`config.mk`:
```
export PLATFORM = sky130hd
export DESIGN_NAME = spcpu_mem_bridge
export DESIGN_NICKNAME = d
export VERILOG_FILES = /design/src/rtl/pkg_cpu.sv /design/src/rtl/spcpu_mem_bridge_pkg.sv /design/src/rtl/spcpu_mem_bridge.sv
export SDC_FILE = /design/constraint.sdc
export NUM_CORES = 1
export LEC_CHECK = 0
export BUFFER_PORTS_ARGS = -buffer_cell sky130_fd_sc_hd__buf_4
export CAP_MARGIN = 20
export CORE_ASPECT_RATIO = 0.9
export CORE_MARGIN = 2
export CORE_UTILIZATION = 30
export CTS_BUF_LIST = sky130_fd_sc_hd__clkbuf_4 sky130_fd_sc_hd__clkbuf_8
export CTS_CLUSTER_DIAMETER = 40
export CTS_CLUSTER_SIZE = 12
export DETAILED_ROUTE_END_ITERATION = 6
export MAX_ROUTING_LAYER = met4
export PLACE_DENSITY = 0.47
export SLEW_MARGIN = 40
export SYNTH_ARGS = -nofsm -noshare
export SYNTH_HDL_FRONTEND = slang
export SYNTH_SLANG_ARGS = --single-unit
```
`constraint.sdc`:
```
create_clock -name clk -period 4.8 [get_ports clk]
set_clock_uncertainty 0.05 [all_clocks]
set_input_delay 0.48 -clock clk [delete_from_list [all_inputs] [get_ports clk]]
set_output_delay 0.48 -clock clk [all_outputs]
set_load 0.005 [all_outputs]
```
`src/rtl/pkg_cpu.sv`:
```
// Shared CPU bus definitions used by spcpu and the blocks hanging off its data bus.
package pkg_cpu;

  // Data-bus access size encoding on the acc_sz line.
  localparam logic cpu_data_acc_sz_8  = 1'b0;
  localparam logic cpu_data_acc_sz_16 = 1'b1;

endpackage

```
`src/rtl/spcpu_mem_bridge_pkg.sv`:
```
// Types and byte-lane helpers for the CPU-to-byte-SRAM bridge.
package pkg_mem_bridge;

  typedef enum logic [1:0] {
    mb_st_idle,
    mb_st_b0,
    mb_st_b1,
    mb_st_fin
  } mb_state;

  // Pick the byte of a 16-bit word that goes to the first (second=0) or
  // second (second=1) byte address. Big-endian puts [15:8] at the lower address.
  function automatic logic [7:0] mb_lane(input logic [15:0] d,
                                         input logic        second,
                                         input logic        big_endian);
    mb_lane = (second ^ big_endian) ? d[15:8] : d[7:0];
  endfunction

  // Rebuild a 16-bit word from the bytes read at addr (b0) and addr+1 (b1).
  function automatic logic [15:0] mb_word(input logic [7:0] b0,
                                          input logic [7:0] b1,
                                          input logic       big_endian);
    mb_word = big_endian ? {b0, b1} : {b1, b0};
  endfunction

endpackage

```
`src/rtl/spcpu_mem_bridge.sv`:
```
// Converts spcpu 8/16-bit data-bus requests into byte-wide synchronous SRAM
// cycles; all outputs are registered.
module spcpu_mem_bridge
  import pkg_mem_bridge::*;
  import pkg_cpu::*;
#(
  parameter int ADDR_WIDTH = 16,
  parameter bit BIG_ENDIAN = 1'b1
) (
  input  logic                  clk,
  input  logic                  reset,
  input  logic                  req,
  input  logic [ADDR_WIDTH-1:0] addr,
  input  logic                  acc_sz,
  input  logic                  we,
  input  logic [15:0]           wdata,
  output logic [15:0]           rdata,
  output logic                  ready,
  output logic                  busy,
  output logic                  overrun,
  output logic [ADDR_WIDTH-1:0] mem_addr,
  output logic                  mem_en,
  output logic                  mem_we,
  output logic [7:0]            mem_wdata,
  input  logic [7:0]            mem_rdata
);

  mb_state               state, state_d;
  logic [ADDR_WIDTH-1:0] a_q, a_d;
  logic                  sz_q, sz_d;
  logic                  we_q, we_d;
  logic [15:0]           wd_q, wd_d;
  logic [7:0]            b0_q, b0_d;
  logic [15:0]           rdata_d;
  logic                  ready_d, busy_d, overrun_d;
  logic [ADDR_WIDTH-1:0] mem_addr_d;
  logic                  mem_en_d, mem_we_d;
  logic [7:0]            mem_wdata_d;

  // State and output registers; reset drops everything so an aborted access
  // can never produce a ready or another SRAM enable.
  always_ff @(posedge clk or posedge reset) begin
    if (reset) begin
      state     <= mb_st_idle;
      a_q       <= '0;
      sz_q      <= 1'b0;
      we_q      <= 1'b0;
      wd_q      <= '0;
      b0_q      <= '0;
      rdata     <= '0;
      ready     <= 1'b0;
      busy      <= 1'b0;
      overrun   <= 1'b0;
      mem_addr  <= '0;
      mem_en    <= 1'b0;
      mem_we    <= 1'b0;
      mem_wdata <= '0;
    end else begin
      state     <= state_d;
      a_q       <= a_d;
      sz_q      <= sz_d;
      we_q      <= we_d;
      wd_q      <= wd_d;
      b0_q      <= b0_d;
      rdata     <= rdata_d;
      ready     <= ready_d;
      busy      <= busy_d;
      overrun   <= overrun_d;
      mem_addr  <= mem_addr_d;
      mem_en    <= mem_en_d;
      mem_we    <= mem_we_d;
      mem_wdata <= mem_wdata_d;
    end
  end

  // Next-state and next-output logic: each state sets up the SRAM cycle that
  // the memory will sample on the following edge.
  always_comb begin
    state_d     = state;
    a_d         = a_q;
    sz_d        = sz_q;
    we_d        = we_q;
    wd_d        = wd_q;
    b0_d        = b0_q;
    rdata_d     = rdata;
    ready_d     = 1'b0;
    mem_addr_d  = mem_addr;
    mem_en_d    = mem_en;
    mem_we_d    = mem_we;
    mem_wdata_d = mem_wdata;
    // A request is only meaningful in idle; anything else is a CPU protocol slip.
    overrun_d   = overrun | (req & (state != mb_st_idle));

    unique case (state)
      mb_st_idle: begin
        if (req) begin
          a_d         = addr;
          sz_d        = acc_sz;
          we_d        = we;
          wd_d        = wdata;
          mem_en_d    = 1'b1;
          mem_we_d    = we;
          mem_addr_d  = addr;
          mem_wdata_d = (acc_sz == cpu_data_acc_sz_16) ?
                        mb_lane(wdata, 1'b0, BIG_ENDIAN) : wdata[7:0];
          state_d     = mb_st_b0;
        end
      end
      mb_st_b0: begin
        if (sz_q == cpu_data_acc_sz_16) begin
          // Address simply wraps at the top of the byte space.
          mem_addr_d  = a_q + ADDR_WIDTH'(1);
          mem_wdata_d = mb_lane(wd_q, 1'b1, BIG_ENDIAN);
          state_d     = mb_st_b1;
        end else begin
          mem_en_d = 1'b0;
          mem_we_d = 1'b0;
          state_d  = mb_st_fin;
        end
      end
      mb_st_b1: begin
        // First byte's read data arrives while the second byte is sampled.
        b0_d     = mem_rdata;
        mem_en_d = 1'b0;
        mem_we_d = 1'b0;
        state_d  = mb_st_fin;
      end
      mb_st_fin: begin
        if (!we_q)
          rdata_d = (sz_q == cpu_data_acc_sz_16) ?
                    mb_word(b0_q, mem_rdata, BIG_ENDIAN) : {8'h00, mem_rdata};
        ready_d = 1'b1;
        state_d = mb_st_idle;
      end
      default: state_d = mb_st_idle;
    endcase

    busy_d = (state_d != mb_st_idle);
  end

endmodule

```
==> insert_results.sql <==
INSERT INTO impl_metrics (metric_group, metric, value, unit) VALUES
('outcome', 'run_status', 'finished clean', ''),
('layout', 'layout_commonest_cell', 'buf_4', ''),
('cts', 'clk_pin_slew_worst_paths', '0.08', 'ns'),
('floorplan', 'die_width', '121', 'um'),
('drt', 'final_antenna_net_count', '0', ''),
('synthesis', 'mappedNetlistNets', '386', ''),
('synthesis', 'yosys.area_share.adder', '1.68', '%'),
('floorplan', 'rows', '38', ''),
('drt', 'first_iter_violations', '160', ''),
('drt', 'drt-vias-per-instance', '4.63', ''),
('layout', 'number_of_antenna_repair_diodes', '0', ''),
('global_route', 'grt_antenna_before_repair', '0', ''),
('drt', 'dr_drc_count', '0', ''),
('cts', 'tritoncts_clock_tree', 'built', ''),
('drt', 'routed-via-count', '2715', ''),
('synthesis', 'synth_enable_flop_cells', '0', ''),
('power_and_ir_drop', 'max-vdd-ir-drop', '0.000167', 'V'),
('cts', 'post-cts-setup-buffers', '0', ''),
('cts', 'tritoncts_num_sinks', '81', ''),
('placed_design', 'detailed_place_hpwl', '6.00', 'mm'),
('power_and_ir_drop', 'power.static_leakage', '2.20', 'nW'),
('setup_path', 'crit_start', 'state[0]', ''),
('setup_path', 'crit_fanout', '18', ''),
('sta', 'final-max-slew-violation-count', '0', ''),
('global_route', 'first_global_vias', '2773', ''),
('sta', 'relSlewSlack', '60.3', '%'),
('synthesis', 'syn-cell-area', '0.00371', 'mm^2'),
('setup_path', 'end_kind', 'flop', ''),
('sta', 'post-route-min-period', '2.20', 'ns'),
('floorplan', 'die-height', '110', 'um'),
('hold_path', 'hold_path.class', 'input pin to async pin', ''),
('sta', 'final.setup.tns', '0', 'ns'),
('layout', 'mostFrequentLayoutCells', 'buf_4 (92), dfrtp_1 (81), nand2_1 (48)', ''),
('floorplan', 'top_level_ports', '90', ''),
('sta', 'worst_slack', '2.60', 'ns'),
('setup_path', 'startpoint_type', 'flop', ''),
('cts', 'hold_buffers', '0', ''),
('setup_path', 'criticalPathCategory', 'flop to flop', ''),
('floorplan', 'placeableCoreArea', '0.0121', 'mm^2'),
('synthesis', 'synth-compound-area-share', '8.93', '%'),
('setup_path', 'cell_by_cell_trace_of_the_critical_path', 'inv_1 -> ha_1 -> nand2_1 -> buf_4 -> mux2_2', ''),
('cts', 'clock_latency_at_the_later_pin_of_the_worst_skew_pair', '0.35', 'ns'),
('global_route', 'first_pass_grt_wire_length', '14.2', 'mm'),
('layout', 'fin_nets', '472', ''),
('floorplan', 'initial_core_utilization', '30.8', '%'),
('power_and_ir_drop', 'powerDensity', '676', 'mW/mm^2'),
('synthesis', 'ys_ff_latch', '81', ''),
('cts', 'post_cts.resized_instances', '0', ''),
('setup_path', 'timing.critical_path.arrival', '2.39', 'ns'),
('sta', 'timing.final.setup_violations', '0', ''),
('cts', 'clk_root_buffer_cell', 'clkbuf_8', ''),
('global_route', 'grt.overflow.total', '0', ''),
('synthesis', 'post_synth_main_area_contributors', 'dfrtp_1 (55%), mux2_2 (12%), nand2_1 (4.9%), mux2i_1 (4.0%), o21ai_0 (3.6%)', ''),
('setup_path', 'r2r_start', 'state[0]', ''),
('setup_path', 'required', '4.99', 'ns'),
('cts', 'cts_htree_levels', '3', ''),
('synthesis', 'synthSimpleGateAreaFrac', '13.6', '%'),
('setup_path', 'critical_path.n_buffers_inverters', '2', ''),
('synthesis', 'synth_cell_type_count', '37', ''),
('placed_design', 'buffer_ports.inserted', '89', ''),
('sta', 'worst_pin_slew', '0.593', 'ns'),
('global_route', 'grt_max_degree', '57', ''),
('synthesis', 'seq_area_frac_synth', '54.6', '%'),
('drt', 'number_of_detailed_route_iterations_in_the_first_pass', '4', ''),
('sta', 'timing.fmax', '455', 'MHz'),
('job', 'timing.max_cap.violations', '0', ''),
('sta', 'rsz0062_at_grt', 'false', ''),
('cts', 'cts_buffers', '9', ''),
('synthesis', 'syn_inst', '336', ''),
('synthesis', 'synth_top_family_by_area', 'multiplexers', ''),
('drt', 'finalWirelength', '8.58', 'mm');
==> metrics by stage <==
| step | std cells | utilization [%] | total power, W | hold slack (ns) | cell area, um^2 |
|---|---|---|---|---|---|
| after floorplan | 336 | - | 0.00210 | 0.401 | 3710 |
| after global placement | 570 | 37.6 | 0.00262 | 0.391 | 4540 |
| after detailed placement | 571 | 37.8 | 0.00267 | 0.405 | 4560 |
| after CTS | 587 | 39.9 | 0.00332 | 0.116 | 4820 |
| after global routing | 587 | 39.9 | 0.00355 | 0.131 | 4820 |
| final | 587 | 39.9 | 0.00326 | 0.118 | 4820 |
==> kinds of logic (layout without fill, tap and decap cells) <==
kind of cell,Yosys count,in the layout
DFF,81,81
adders and majority gates,5,5
xor gates and xnor gates,10,10
buffers and inverters,28,119
muxes,54,54
AOI/OAI and AO/OA,54,54
and+or+nand+nor,104,104
==> cell type report <==
type | count | area, um^2
clock buffers | 12 | 159
fillers | 1208 | 7260
repair buffers | 93 | 706
inverters | 10 | 42.5
multi-input cells | 227 | 1590
clock inverters | 4 | 98.8
well taps | 160 | 200
flip-flops and latches | 81 | 2030
==> Yosys cell counts, types with 2 or more instances <==
master and count:
nand2_1 48, nand4_1 6, nand3_1 8, nor2_1 14
a21o_1 3, buf_2 4, xor2_1 2, nand4b_1 2
mux2_2 39, nor3_1 2, clkbuf_1 14, a311oi_1 2
dfrtp_1 81, xnor2_1 8, nor4_1 4, and2_1 2
o311ai_0 2, mux2i_1 15, nand2b_1 9, o21ai_0 27
a21oi_1 10, ha_1 5, nor3b_1 2, inv_1 10
o221ai_1 5
==> layer usage <==
layer  routed length [um]  global-route usage (%)  part of all wire (%)
met1                 4220                    18.9                    49
met2                 3990                    21.7                    47
met3                  298                    4.05                   3.5
met4                   69                    3.94                  0.80
met5                    0                       -                     0
==> worst reg2reg max path, stage by stage (launching register included) <==
cell and delay [ns]:
dfrtp_1 0.40, inv_1 0.08, ha_1 0.35, nand2_1 0.47, buf_4 0.38, mux2_2 0.37
==> sequential cells by signal, indices dropped and copies added (netlist names) <==
register,cells
a_q,16
mem_addr,16
rdata,16
b0_q,8
mem_wdata,8
wd_q,8
state,2
busy,1
mem_en,1
mem_we,1
overrun,1
ready,1
sz_q,1
we_q,1
==> power breakdown <==
part / internal [W] / total, W / switching (W)
Combinational: 0.000710 / 0.00133 / 0.000623
Clock: 0.000381 / 0.000630 / 0.000249
Sequential: 0.00103 / 0.00130 / 0.000268
Total: 0.00212 / 0.00326 / 0.00114
==> path summary, 6_finish.rpt <==
path / to / depth (start not counted)
worst max-delay path: wd_q[2] / 5
max in group asynchronous: a_q[9] / 3
worst max register to register: wd_q[2] / 5
min in group clk: wd_q[7] / 2
worst min-delay path: rdata[6] / 2
worst min register to register: overrun / 1
Note: power is estimated with default switching activity, not from simulation.
